`config.mk`:
```
export PLATFORM = sky130hd
export DESIGN_NAME = modexp_ladder_seq_flat
export DESIGN_NICKNAME = d
export VERILOG_FILES = /design/src/rtl/modexp_ladder_seq_pkg.sv /design/src/rtl/modexp_ladder_seq_if.sv /design/src/rtl/modexp_ladder_seq_mul.sv /design/src/rtl/modexp_ladder_seq.sv /design/src/flat_wrapper.sv
export SDC_FILE = /design/constraint.sdc
export NUM_CORES = 1
export LEC_CHECK = 0
export BUFFER_PORTS_ARGS = -buffer_cell sky130_fd_sc_hd__buf_2
export CAP_MARGIN = 20
export CORE_MARGIN = 5
export CORE_UTILIZATION = 29
export DETAILED_ROUTE_END_ITERATION = 10
export PLACE_DENSITY = 0.43
export SLEW_MARGIN = 5
export SYNTH_ARGS = -nofsm -noshare
export SYNTH_HDL_FRONTEND = slang
export SYNTH_SLANG_ARGS = --single-unit
```
`constraint.sdc`:
```
create_clock -name clk -period 19.1 [get_ports clk]
set_clock_uncertainty 0.2 [all_clocks]
set_input_delay 0.955 -clock clk [delete_from_list [all_inputs] [get_ports clk]]
set_output_delay 0.955 -clock clk [all_outputs]
set_load 0.01 [all_outputs]
```
`src/rtl/modexp_ladder_seq_pkg.sv`:
```
// Shared types and timing helpers for the Montgomery-ladder modular exponentiator.
package modexp_pkg;

  typedef enum logic [1:0] {
    ST_IDLE   = 2'd0,
    ST_REDUCE = 2'd1,
    ST_STEP   = 2'd2,
    ST_FINISH = 2'd3
  } state_e;

  // Start-to-done latency of a normal (n >= 2) operation, in clock cycles.
  function automatic int lat(input int w, input int ew);
    return (ew + 1) * (w + 1) + 1;
  endfunction

endpackage

```
`src/rtl/modexp_ladder_seq_if.sv`:
```
// Start/done request bus of the exponentiator; master issues operands, slave returns results.
interface modexp_ladder_seq_if #(
  parameter int W  = 16,
  parameter int EW = 16
);
  logic          start;
  logic [W-1:0]  x;
  logic [EW-1:0] e;
  logic [W-1:0]  n;
  logic          busy;
  logic          done;
  logic [W-1:0]  y;
  logic          err;

  modport master (output start, x, e, n, input busy, done, y, err);
  modport slave  (input start, x, e, n, output busy, done, y, err);
endinterface

```
`src/rtl/modexp_ladder_seq_mul.sv`:
```
// Bit-serial interleaved modular multiplier: p = a*b mod n, requires a < n.
module mod_mul_serial #(
  parameter int W = 16
) (
  input  logic         clk,
  input  logic         rst_n,
  input  logic         go,
  input  logic [W-1:0] a,
  input  logic [W-1:0] b,
  input  logic [W-1:0] n,
  output logic         rdy,
  output logic [W-1:0] p
);
  localparam int CW = $clog2(W + 1);

  logic [W-1:0]  a_q, a_d, b_q, b_d, n_q, n_d;
  logic [W:0]    acc_q, acc_d, acc_nxt;
  logic [CW-1:0] cnt_q, cnt_d;
  logic          run_q, run_d;

  // One MSB-first iteration; acc stays below n so W+1 bits never overflow.
  always_comb begin
    acc_nxt = acc_q << 1;
    if (acc_nxt >= {1'b0, n_q}) acc_nxt = acc_nxt - {1'b0, n_q};
    if (b_q[W-1])               acc_nxt = acc_nxt + {1'b0, a_q};
    if (acc_nxt >= {1'b0, n_q}) acc_nxt = acc_nxt - {1'b0, n_q};
  end

  always_comb begin
    a_d   = a_q;
    b_d   = b_q;
    n_d   = n_q;
    acc_d = acc_q;
    cnt_d = cnt_q;
    run_d = run_q;
    if (go) begin
      a_d   = a;
      b_d   = b;
      n_d   = n;
      acc_d = '0;
      cnt_d = CW'(W);
      run_d = 1'b1;
    end else if (run_q) begin
      acc_d = acc_nxt;
      b_d   = b_q << 1;
      cnt_d = cnt_q - 1'b1;
      if (cnt_q == CW'(1)) run_d = 1'b0;
    end
  end

  always_ff @(posedge clk) begin
    if (!rst_n) begin
      a_q   <= '0;
      b_q   <= '0;
      n_q   <= '0;
      acc_q <= '0;
      cnt_q <= '0;
      run_q <= 1'b0;
    end else begin
      a_q   <= a_d;
      b_q   <= b_d;
      n_q   <= n_d;
      acc_q <= acc_d;
      cnt_q <= cnt_d;
      run_q <= run_d;
    end
  end

  // Result is presented during the final iteration so the caller can chain without a bubble.
  assign rdy = run_q && (cnt_q == CW'(1));
  assign p   = acc_nxt[W-1:0];

endmodule

```
`src/rtl/modexp_ladder_seq.sv`:
```
// Montgomery-ladder Y = X^E mod N with constant per-bit work; latency depends only on W and EW.
// state  | meaning
// IDLE   | waiting for start; y/err hold last result
// REDUCE | multiplier 0 computes x mod n as 1*x mod n
// STEP   | both multipliers process exponent bit e[idx]
// FINISH | publish R0 (or fast-path result); done follows
module modexp_ladder_seq
  import modexp_pkg::*;
#(
  parameter int W  = 16,
  parameter int EW = 16
) (
  input logic                clk,
  input logic                rst_n,
  modexp_ladder_seq_if.slave bus
);
  localparam int IW = (EW > 1) ? $clog2(EW) : 1;

  localparam logic [1:0] IDLE   = ST_IDLE;
  localparam logic [1:0] REDUCE = ST_REDUCE;
  localparam logic [1:0] STEP   = ST_STEP;
  localparam logic [1:0] FINISH = ST_FINISH;

  logic [1:0]    state_q, state_d;
  logic [EW-1:0] e_q, e_d;
  logic [W-1:0]  n_q, n_d, r0_q, r0_d, r1_q, r1_d, y_q, y_d;
  logic [IW-1:0] idx_q, idx_d;
  logic          go_q, go_d, done_q, done_d, err_q, err_d, fast_q, fast_d;
  logic [31:0]   cyc_q, cyc_d;

  logic          busy, accept, fast, bit_e;
  logic          go0, rdy0, rdy1;
  logic [W-1:0]  a0, b0, n0, a1, p0, p1;

  assign busy   = (state_q != IDLE) || done_q;
  assign accept = bus.start && !busy;
  assign fast   = (bus.n < W'(2));
  assign bit_e  = e_q[idx_q];

  // REDUCE is launched straight from the start cycle using the raw inputs.
  always_comb begin
    go0 = go_q;
    a0  = r0_q;
    b0  = r1_q;
    n0  = n_q;
    if (accept && !fast) begin
      go0 = 1'b1;
      a0  = W'(1);
      b0  = bus.x;
      n0  = bus.n;
    end
  end

  assign a1 = bit_e ? r1_q : r0_q;

  mod_mul_serial #(.W(W)) u_mul0 (
    .clk   (clk),
    .rst_n (rst_n),
    .go    (go0),
    .a     (a0),
    .b     (b0),
    .n     (n0),
    .rdy   (rdy0),
    .p     (p0)
  );

  mod_mul_serial #(.W(W)) u_mul1 (
    .clk   (clk),
    .rst_n (rst_n),
    .go    (go_q),
    .a     (a1),
    .b     (a1),
    .n     (n_q),
    .rdy   (rdy1),
    .p     (p1)
  );

  always_comb begin
    state_d = state_q;
    e_d     = e_q;
    n_d     = n_q;
    r0_d    = r0_q;
    r1_d    = r1_q;
    y_d     = y_q;
    err_d   = err_q;
    idx_d   = idx_q;
    fast_d  = fast_q;
    go_d    = 1'b0;
    done_d  = 1'b0;
    cyc_d   = accept ? 32'd1 : cyc_q + 32'd1;
    case (state_q)
      IDLE: begin
        if (accept) begin
          e_d     = bus.e;
          n_d     = bus.n;
          r0_d    = '0;
          r1_d    = '0;
          idx_d   = '0;
          y_d     = '0;
          err_d   = 1'b0;
          fast_d  = fast;
          state_d = fast ? FINISH : REDUCE;
        end
      end
      REDUCE: begin
        if (rdy0) begin
          r0_d    = W'(1);
          r1_d    = p0;
          idx_d   = IW'(EW - 1);
          go_d    = 1'b1;
          state_d = STEP;
        end
      end
      STEP: begin
        if (rdy0 && rdy1) begin
          if (bit_e) begin
            r0_d = p0;
            r1_d = p1;
          end else begin
            r1_d = p0;
            r0_d = p1;
          end
          if (idx_q == '0) begin
            state_d = FINISH;
          end else begin
            idx_d = idx_q - 1'b1;
            go_d  = 1'b1;
          end
        end
      end
      FINISH: begin
        y_d     = r0_q;
        err_d   = (n_q == '0);
        done_d  = 1'b1;
        state_d = IDLE;
      end
      default: state_d = IDLE;
    endcase
  end

  always_ff @(posedge clk) begin
    if (!rst_n) begin
      state_q <= IDLE;
      e_q     <= '0;
      n_q     <= '0;
      r0_q    <= '0;
      r1_q    <= '0;
      y_q     <= '0;
      err_q   <= 1'b0;
      idx_q   <= '0;
      fast_q  <= 1'b0;
      go_q    <= 1'b0;
      done_q  <= 1'b0;
      cyc_q   <= '0;
    end else begin
      state_q <= state_d;
      e_q     <= e_d;
      n_q     <= n_d;
      r0_q    <= r0_d;
      r1_q    <= r1_d;
      y_q     <= y_d;
      err_q   <= err_d;
      idx_q   <= idx_d;
      fast_q  <= fast_d;
      go_q    <= go_d;
      done_q  <= done_d;
      cyc_q   <= cyc_d;
    end
  end

  always_ff @(posedge clk) begin
    if (rst_n && done_q)
      assert (cyc_q == (fast_q ? 32'd2 : 32'(lat(W, EW))));
  end

  assign bus.busy = busy;
  assign bus.done = done_q;
  assign bus.y    = y_q;
  assign bus.err  = err_q;

endmodule

```
`src/flat_wrapper.sv`:
```
// flat-port wrapper written by rule: the top's interface ports become plain ports
module modexp_ladder_seq_flat import modexp_pkg::*;
#(
  parameter int W  = 16,
  parameter int EW = 16
)
  (clk, rst_n, bus_start, bus_x, bus_e, bus_n, bus_busy, bus_done, bus_y, bus_err);
  modexp_ladder_seq_if #(.W(W), .EW(EW)) bus_i ();
  input logic clk;
  input logic rst_n;
  input wire logic [$bits(bus_i.start)-1:0] bus_start;
  input wire logic [$bits(bus_i.x)-1:0] bus_x;
  input wire logic [$bits(bus_i.e)-1:0] bus_e;
  input wire logic [$bits(bus_i.n)-1:0] bus_n;
  output wire logic [$bits(bus_i.busy)-1:0] bus_busy;
  output wire logic [$bits(bus_i.done)-1:0] bus_done;
  output wire logic [$bits(bus_i.y)-1:0] bus_y;
  output wire logic [$bits(bus_i.err)-1:0] bus_err;
  assign bus_i.start = bus_start;
  assign bus_i.x = bus_x;
  assign bus_i.e = bus_e;
  assign bus_i.n = bus_n;
  assign bus_busy = bus_i.busy;
  assign bus_done = bus_i.done;
  assign bus_y = bus_i.y;
  assign bus_err = bus_i.err;
  modexp_ladder_seq #(.W(W), .EW(EW)) u_core (.clk(clk), .rst_n(rst_n), .bus(bus_i));
endmodule
```
==> results of run 1 <==
==> synthesized netlist by cell type (all sizes together) (9+ instances only) <==
library cell and instances:
dfxtp 229, nand2 204, a21oi 199, nor2 190, ha 107, o21ai 84
inv 81, clkbuf 73, xnor2 55, mux2i 52, a211oi 38, mux2 32
o21a 28, nand3 25, nor3 25, a21boi 22, a22oi 22, o221ai 22
xor2 20, a21o 19, a2111oi 15, buf 15, a22o 14, o22ai 14
nor2b 13, nand2b 11, nand4 11, nor4 11, o211ai 11, a31oi 10
or3 10, and2 9, o31ai 9
==> path summary, 6_finish.rpt <==
kind | start | end | slack [ns] | cells past startpoint
worst min register to register | u_core.e_q[7] | u_core.e_q[7] | 0.25 | 2
worst max register to register | u_core.u_mul0.n_q[8] | u_core.r0_q[0] | 11.01 | 28
worst min-delay path | u_core.e_q[7] | u_core.e_q[7] | 0.25 | 2
worst max-delay path | u_core.u_mul0.n_q[8] | u_core.r0_q[0] | 11.01 | 28
==> cell families after synthesis <==
family	count (synthesis)	share of synthesized area (%)
buf+inv	170	4.67
fa+ha+maj	113	10.2
compound gates	561	25.5
mux	89	6.94
flops	229	31.9
simple gates	537	16.3
xor+xnor	75	4.57
==> through the flow <==
stage,util [%],power (mW),setup slack [ns],instances
after floorplan,-,1.98,12.88,1774
after global placement,31.3,2.53,11.35,2434
after detailed placement,31.3,2.53,11.19,2434
after CTS,33.2,3.08,11.16,2485
after global routing,33.2,3.30,10.45,2485
final,33.2,3.09,11.01,2485
==> tightest hold or removal path, stage by stage, from the launching register on <==
cell     delay [ns]
dfxtp_1        0.30
nand2_1        0.05
a21oi_1        0.05
==> layer usage <==
layer	vias up	global-route usage [%]
met2	340	29.6
met4	0	4.54
met1	6276	26.5
met5	-	0
met3	66	3.61
li1	6476	-
==> area by class of cell <==
type	count	area, sq um
fillers	5213	32700
multi-input cells	1375	9130
flip-flops and latches	229	4590
clock buffers	44	862
well taps	664	831
repair buffers	84	458
inverters	82	310
clock inverters	7	56.3
==> report_power, final <==
part | internal, mW | switching, mW
sequential | 0.524 | 0.0450
combinational | 0.703 | 1.28
clock | 0.310 | 0.223
==> impl_metrics.tcl, run 1 <==
set metrics [dict create \
    final_common_cell "dfxtp_1" \
    placed_cell_area_sq_um 15300 \
    ant_nets 0 \
    dieArea_sq_um 54100 \
    synthCells 1774 \
    cp_top_family "compound AO/OA/AOI/OAI gates" \
    async_reset_ff_share_pct 0 \
    final_cell_mix "dfxtp_1 (227), nand2_1 (202), a21oi_1 (197), nor2_1 (188), ha_1 (107)" \
    clk_path_buf_depth 3 \
    grt_pass1_wl_um 78700 \
    route.met3.wl_um 3180 \
    drv_slew 0 \
    clock-sinks 229 \
    fmax_mhz 124 \
    nets 1965 \
    yosysWarnings 0 \
    totalWireLength_um 51800 \
    setup_tns_ns 0 \
    vias_per_cell 5.29 \
    grt_max_degree 78 \
    synthTopCellsByArea "dfxtp_1 (32%), ha_1 (9.3%), a21oi_1 (6.9%)" \
    rsz0062_at_grt "false" \
    path_max_fanout 14 \
    critPathKind "reg2reg" \
    maxCapViolations 0 \
    hold_slack_ns 0.254 \
    drt_iter0_drc 928 \
    numCtsBuffers 29 \
    cts-resized-gates 0 \
    ys_seq_area_share_pct 31.9 \
    outcome "completed" \
    fp.dieW_um 233 \
    wl_met1_um 24600 \
    crit_path_start_kind "flop" \
    power_density_nw_per_um2 190 \
    synth_top_area_share_pct 31.9 \
    synth.distinct_cells 81 \
    cp.required_ns 19.44 \
    setup_violations 0 \
    grt_overflow 0 \
    place.gp.congestion 0.909 \
    finalHoldViolCount 0 \
    synth_top_area_cell "dfxtp_1" \
    slowest_stage "mux2i_1" \
    max-vdd-ir-drop_uv 200 \
    avgSynthCellArea_sq_um 8.10 \
    dr.pass1.iters 5 \
    cts_tree "yes" \
    synth_edf_count 0 \
    wl_met2_um 22700 \
    initial_core_util_pct 29.4 \
    final_design_area_no_fill_sq_um 16200 \
    max_stage_delay_ns 0.76 \
    arrival_ns 8.43 \
    tightest_slew_ns 1.03 \
    antenna_found_initial 1 \
    h-tree-depth 1 \
    io_pins 70 \
    post-route-period-util_pct 42.3 \
    end_kind "flop" \
    top_layer_used "met4" \
    synth_ff_type "dfxtp_1" \
    grt_usage_pct 18.8 \
    fp-row-count 81 \
    path_common_cell "a21oi_1" \
    min_path_type "reg2reg" \
    antenna_cells 0 \
    relSlewSlack_pct 31.3 \
    synth_seq_cells 229 \
    clock-root-buffer "clkbuf_16" \
    via_count 13200 \
    p_leak_nw 6.46 \
    die_h_um 233 \
    clkTransAtPathRegs_ns 0.06 \
    netlist_area_sq_um 14400 \
    port_buffers 69 \
    drc 0 \
    cts_setup_buffers 0 \
    wl_per_cell_um 20.9 \
    postCtsHoldBufs 0 \
    drive_above_1_share_pct 10.5 \
    syn_nets 1938 \
    hpwl_um 39900 \
    syn2layout_area_growth_pct 12.9 \
    first_global_vias 12700 \
    cp.buffers_inverters 2 \
    coreArea_sq_um 49000 \
    period_needed_ns 8.09 \
    clock_latency_ns 0.60 \
]
No activity file was read; power rests on OpenSTA's default activity.
==> run 2: changes to the inputs <==
Settings changed: ABC_AREA set to 1.
Clock period 19.1 ns to 8.48 ns, I/O delays scaled along.
==> run 2 against run 1 <==
Effect of this change: combinational power rose to 3.3 times the previous value; register-to-register slack got worse by 9.4 ns; critical path depth grew 9; count of clock-buffer cells in the layout fell by 6; non-clock buffer count up 47; synthesized area up 12%; worst hold slack lost 0.23 ns; worst setup slack worse by 9.4 ns; global-route usage is 2.7 points higher; utilization rose by 0.60 points; sequential power is 140% higher; sequential share of layout area fell by 3.6 points.
==> impl_metrics.tcl, run 2 <==
set metrics [dict create \
    synthCells 2510 \
    whs_endpoint "u_core.n_q[3]" \
    yosysWarnings 0 \
    syn_nets 2674 \
    min_delay_path_depth 3 \
    synth.distinct_cells 56 \
    critPathKind "reg2reg" \
    reg2reg_slack_ns 1.65 \
    h-tree-depth 1 \
    grt_overflow 0 \
    die_h_um 246 \
    synth_seq_cells 229 \
    drv_slew 0 \
    min_from "bus_n[3]" \
    initial_core_util_pct 29.3 \
    dp_cells 3249 \
    seqCellArea_sq_um 4580 \
    final_cells 3345 \
    period_needed_ns 6.83 \
    hpwl_um 53100 \
    setup_tns_ns 0 \
    clock-root-buffer "clkbuf_16" \
    place.gp.congestion 0.905 \
    p_leak_nw 8.76 \
    cts_tree "yes" \
    port_buffers 69 \
    setup_violations 0 \
    power_density_nw_per_um2 496 \
    max-vdd-ir-drop_uv 275 \
    clkTransAtPathRegs_ns 0.06 \
    grt_usage_pct 21.4 \
    drive_above_1_share_pct 7.40 \
    syn2layout_area_growth_pct 15.4 \
    drc 0 \
    slowest_stage "ha_1" \
    synth_edf_count 0 \
    final_cell_mix "nand2_1 (694), inv_1 (354), dfxtp_1 (229), a21oi_1 (208), nand3_1 (191)" \
    avgSynthCellArea_sq_um 6.42 \
    antenna_found_initial 5 \
    min_path_type "in2reg" \
    path_common_cell "nand2_1" \
    synth_ff_type "dfxtp_1" \
    first_global_vias 16200 \
    crit_path_start_kind "flop" \
    async_reset_ff_share_pct 0 \
    synth_top_area_share_pct 28.4 \
    cts-resized-gates 0 \
    dr.pass1.iters 7 \
    synth_top_area_cell "dfxtp_1" \
    coreArea_sq_um 55100 \
    clk_path_buf_depth 3 \
    timing.rr.start "u_core.u_mul1.n_q[9]" \
    utilization_pct 33.8 \
    via_count 16800 \
    netlist_area_sq_um 16100 \
    cp_top_family "simple AND/OR/NAND/NOR gates" \
    yosysMostFrequentCell "nand2_1" \
    rsz0062_at_grt "false" \
    final_common_cell "nand2_1" \
    end_kind "flop" \
    fp.dieW_um 246 \
    cp.required_ns 8.77 \
    totalWireLength_um 67300 \
    outcome "completed" \
    grt_max_degree 82 \
    cts_setup_buffers 0 \
    clock-sinks 229 \
    arrival_ns 7.12 \
    power.total_mw 9.23 \
    ant_nets 0 \
    ys_seq_area_share_pct 28.4 \
    max_stage_delay_ns 0.40 \
    post-route-period-util_pct 80.6 \
    fillers 6197 \
    timing.rr.end "u_core.r0_q[6]" \
    finalHoldViolCount 0 \
    clock_latency_ns 0.58 \
    relSlewSlack_pct 29.6 \
    tightest_slew_ns 1.06 \
    dieArea_sq_um 60400 \
    vias_per_cell 5.01 \
    synthTopCellsByArea "dfxtp_1 (28%), nand2_1 (16%), ha_1 (8.3%)" \
    wl_per_cell_um 20.1 \
    maxCapViolations 0 \
    path_max_fanout 24 \
    cp.buffers_inverters 7 \
    numCtsBuffers 29 \
    reg2reg_depth 37 \
    io_pins 70 \
    fmax_mhz 146 \
    grt_pass1_wl_um 99700 \
    synth_top_cells_by_count "nand2_1 (694), inv_1 (355), dfxtp_1 (229), a21oi_1 (208), nand3_1 (192)" \
    nets 2740 \
    multi_input_area_sq_um 9760 \
    fp-row-count 86 \
    drt_iter0_drc 1211 \
]
run 2: changes by cell type in the layout (fill, tap and decap cells not counted), sizes merged, moves of 29 or more:
cell         change
a211oi          -36
dlygate4sd3     +44
inv            +277
mux2            -32
mux2i           -52
nand2          +502
nand3          +172
nor2            -71
o21ai          +114
o22ai           +29
xnor2           -30
run 2: how the worst max path moves through the flow:
stage	startpoint	end	slack [ns]	depth (start not counted)
floorplan	u_core.u_mul1.n_q[1]	u_core.r1_q[15]	3.39	40
global placement	u_core.u_mul1.n_q[9]	u_core.r0_q[6]	1.68	37
detailed placement	u_core.u_mul1.n_q[9]	u_core.r1_q[15]	1.74	39
CTS	u_core.u_mul1.n_q[9]	u_core.r0_q[3]	1.70	36
global route	u_core.u_mul1.n_q[9]	u_core.r1_q[15]	1.13	40
finish	u_core.u_mul1.n_q[9]	u_core.r0_q[6]	1.65	37
run 2: cell type report:
type / instances / area share (%)
diodes: 1 / 0.0135
clock buffers: 38 / 4.35
clock inverters: 13 / 1.06
inverters: 364 / 7.36
multi-input cells: 1821 / 52.5
flip-flops and latches: 229 / 24.6
well taps: 748 / 5.03
repair buffers: 131 / 5.06
run 2: per-layer routing:
layer | share of wire, % | track usage [%]
met1 | 45 | 28.4
met2 | 47 | 36.1
met3 | 4.5 | 2.84
met4 | 3.9 | 7.07
met5 | 0.040 | 0
run 2: timing repair:
action,in CTS,in global routing
hold buffers,44,0
setup endpoints to repair,0,0
endpoints found under the hold margin,45,0
run 2: cell families after synthesis:
family | synth area share [%]
buffers and inverters | 11.1
DFF | 28.4
adders and majority gates | 9.05
and+or+nand+nor | 28.8
AOI/OAI and AO/OA | 19.3
xor gates and xnor gates | 3.31
run 2: metrics by stage:
step | hold WS, ns | setup slack (ns) | instance area [sq um]
final | 0.0265 | 1.65 | 18600
after global routing | 0.0640 | 1.13 | 18600
after CTS | 0.00781 | 1.70 | 18600
after detailed placement | 0.235 | 1.74 | 17200
after global placement | 0.232 | 1.68 | 17100
after floorplan | 0.220 | 3.39 | 16100
run 2: worst reg2reg max path: cells and delay by family, from the launching register on:
family | cells | cell delay (ns)
and+or+nand+nor | 19 | 3.00
adders and majority gates | 4 | 1.35
buffers and inverters | 7 | 0.91
AOI/OAI and AO/OA | 6 | 0.85
DFF | 1 | 0.31
xor gates and xnor gates | 1 | 0.13
run 2: power breakdown:
group	leakage, nW	internal, mW	switching [mW]	total (mW)
registers	1.86	1.24	0.125	1.36
clock network	0.497	0.817	0.515	1.33
logic	6.40	1.97	4.56	6.53
==> run 3: changes to the inputs <==
Settings changed: ABC_AREA 1 to 0, PLACE_DENSITY 0.43 to 0.44.
Clock period 8.48 ns to 5.99 ns, I/O delays scaled along.
==> run 3 against run 2 <==
Effect of this change: the flow now finishes with violations (negative setup slack); combinational power grew 88%; global-route usage is 0.44 points lower; flip-flop and latch count stayed put; via count decreased by 11%; maximum frequency rose by 10%; worst hold slack improved by 0.17 ns; clock power up 39%; routed wire length down 13%; largest cell class unchanged; highest routed layer is now met4.
==> impl_metrics.tcl, run 3 (same netlist as run 1, synthesis figures left out) <==
set metrics [dict create \
    power.total_mw 16.0 \
    placed_cell_area_sq_um 17800 \
    drc 0 \
    fp.dieW_um 233 \
    reg2reg_slack_ns -0.21 \
    maxCapViolations 0 \
    cts_tree "yes" \
    totalWireLength_um 58800 \
    timing.rr.start "u_core.u_mul0.n_q[8]" \
    h-tree-depth 1 \
    clkTransAtPathRegs_ns 0.06 \
    finalHoldViolCount 0 \
    cp.required_ns 6.24 \
    dr.pass1.iters 5 \
    crit_path_start "u_core.u_mul0.n_q[8]" \
    path_max_fanout 6 \
    setup_violations 52 \
    hpwl_um 44000 \
    via_count 14900 \
    max-vdd-ir-drop_uv 866 \
    fp-row-count 81 \
    grt_max_degree 71 \
    grt_pass1_wl_um 88300 \
    numCtsBuffers 29 \
    antenna_cells 0 \
    io_pins 70 \
    final_cell_mix "buf_4 (336), dfxtp_1 (222), nand2_1 (197), nor2_1 (177), a21oi_1 (149)" \
    arrival_ns 6.46 \
    first_global_vias 14500 \
    final_common_cell "buf_4" \
    violations "negative setup slack" \
    cp_top_family "compound AO/OA/AOI/OAI gates" \
    relSlewSlack_pct 33.5 \
    fin_ws_ns -0.215 \
    fillers 4753 \
    rsz0062_at_grt "true" \
    vias_per_cell 5.12 \
    dieArea_sq_um 54100 \
    worst-path-stages 32 \
    drive_above_1_share_pct 35.0 \
    syn2layout_area_growth_pct 50.3 \
    end_kind "flop" \
    clk_path_buf_depth 3 \
    utilization_pct 44.1 \
    coreArea_sq_um 49000 \
    post-route-period-util_pct 104 \
    nets 2385 \
    critPathKind "reg2reg" \
    clock-root-buffer "clkbuf_16" \
    wl_per_cell_um 20.2 \
    cp.buffers_inverters 6 \
    antenna_found_initial 1 \
    port_buffers 69 \
    outcome "finished with violations" \
    drv_slew 0 \
    ant_nets 0 \
    timing.rr.end "u_core.r1_q[8]" \
    hold_slack_ns 0.195 \
    die_h_um 233 \
    min_delay_path_depth 6 \
    clock-sinks 229 \
    clock_latency_ns 0.59 \
    power_density_nw_per_um2 740 \
    grt_overflow 0 \
    p_leak_nw 8.76 \
    crit_path_start_kind "flop" \
    initial_core_util_pct 29.4 \
    period_needed_ns 6.20 \
    final_design_area_no_fill_sq_um 21600 \
    path_common_cell "a21oi_2" \
    slowest_stage "ha_1" \
    drt_iter0_drc 1002 \
    min_path_type "in2reg" \
    grt_usage_pct 21.0 \
    place.gp.congestion 0.916 \
    tightest_slew_ns 0.994 \
    seqCellArea_sq_um 4600 \
    crit_end "u_core.r1_q[8]" \
    max_stage_delay_ns 0.34 \
    fmax_mhz 161 \
    place_ws_ns -1.37 \
    multi_input_area_sq_um 10800 \
    reg2reg_depth 32 \
]
## run 3: tightest hold or removal path, delay by kind of cell
| kind | cells | cell delay [ns] |
|---|---|---|
| AND/OR/NAND/NOR | 2 | 0.17 |
| buffers and inverters | 3 | 0.41 |
| AO/OA/AOI/OAI | 1 | 0.05 |
## run 3: power by group
part | switching (mW) | internal (mW)
sequential | 0.140 | 1.67
clock | 0.741 | 1.11
combinational | 6.06 | 6.26
total | 6.94 | 9.04
## run 3: worst min path at each step
stage / to / start / slack [ns]
finish: u_core.e_q[5] / bus_start / 0.20
global route: u_core.e_q[7] / bus_start / 0.20
CTS: u_core.e_q[7] / bus_start / 0.17
detailed placement: u_core.e_q[3] / u_core.e_q[3] / 0.25
global placement: u_core.e_q[12] / u_core.e_q[12] / 0.24
floorplan: u_core.e_q[10] / u_core.e_q[10] / 0.23
## run 3: metrics by stage
stage	std cells	setup TNS, ns
detailed placement	2749	-54.02
CTS	2881	-3.18
finish	2908	-5.41
global route	2908	-23.97
global placement	2749	-55.56
floorplan	1774	0
## run 3: layout make-up
cell class | count | area share (%)
clock inverter | 15 | 0.950
sequential | 229 | 21.3
timing repair buffer | 503 | 18.7
tap | 664 | 3.85
multi-input combinational | 1376 | 50.2
inverter | 82 | 1.45
clock buffer | 39 | 3.67
## run 3: per-layer routing
metal  vias to the layer above  part of all wire [%]  track usage (%)
met4                         0                   2.7             5.22
met3                        62                   5.2             2.87
li1                       7315                     -                -
met5                         -                     0                0
met2                       379                    45             33.5
met1                      7130                    47             29.9
## run 3: timing repair
action	CTS	global route
buffers inserted	32	30
endpoints found under the setup margin	64	64
gates resized for setup	255	110
cloned	4	0
hold buffers	49	0
endpoints found under the hold margin	69	0
pin swaps	97	97
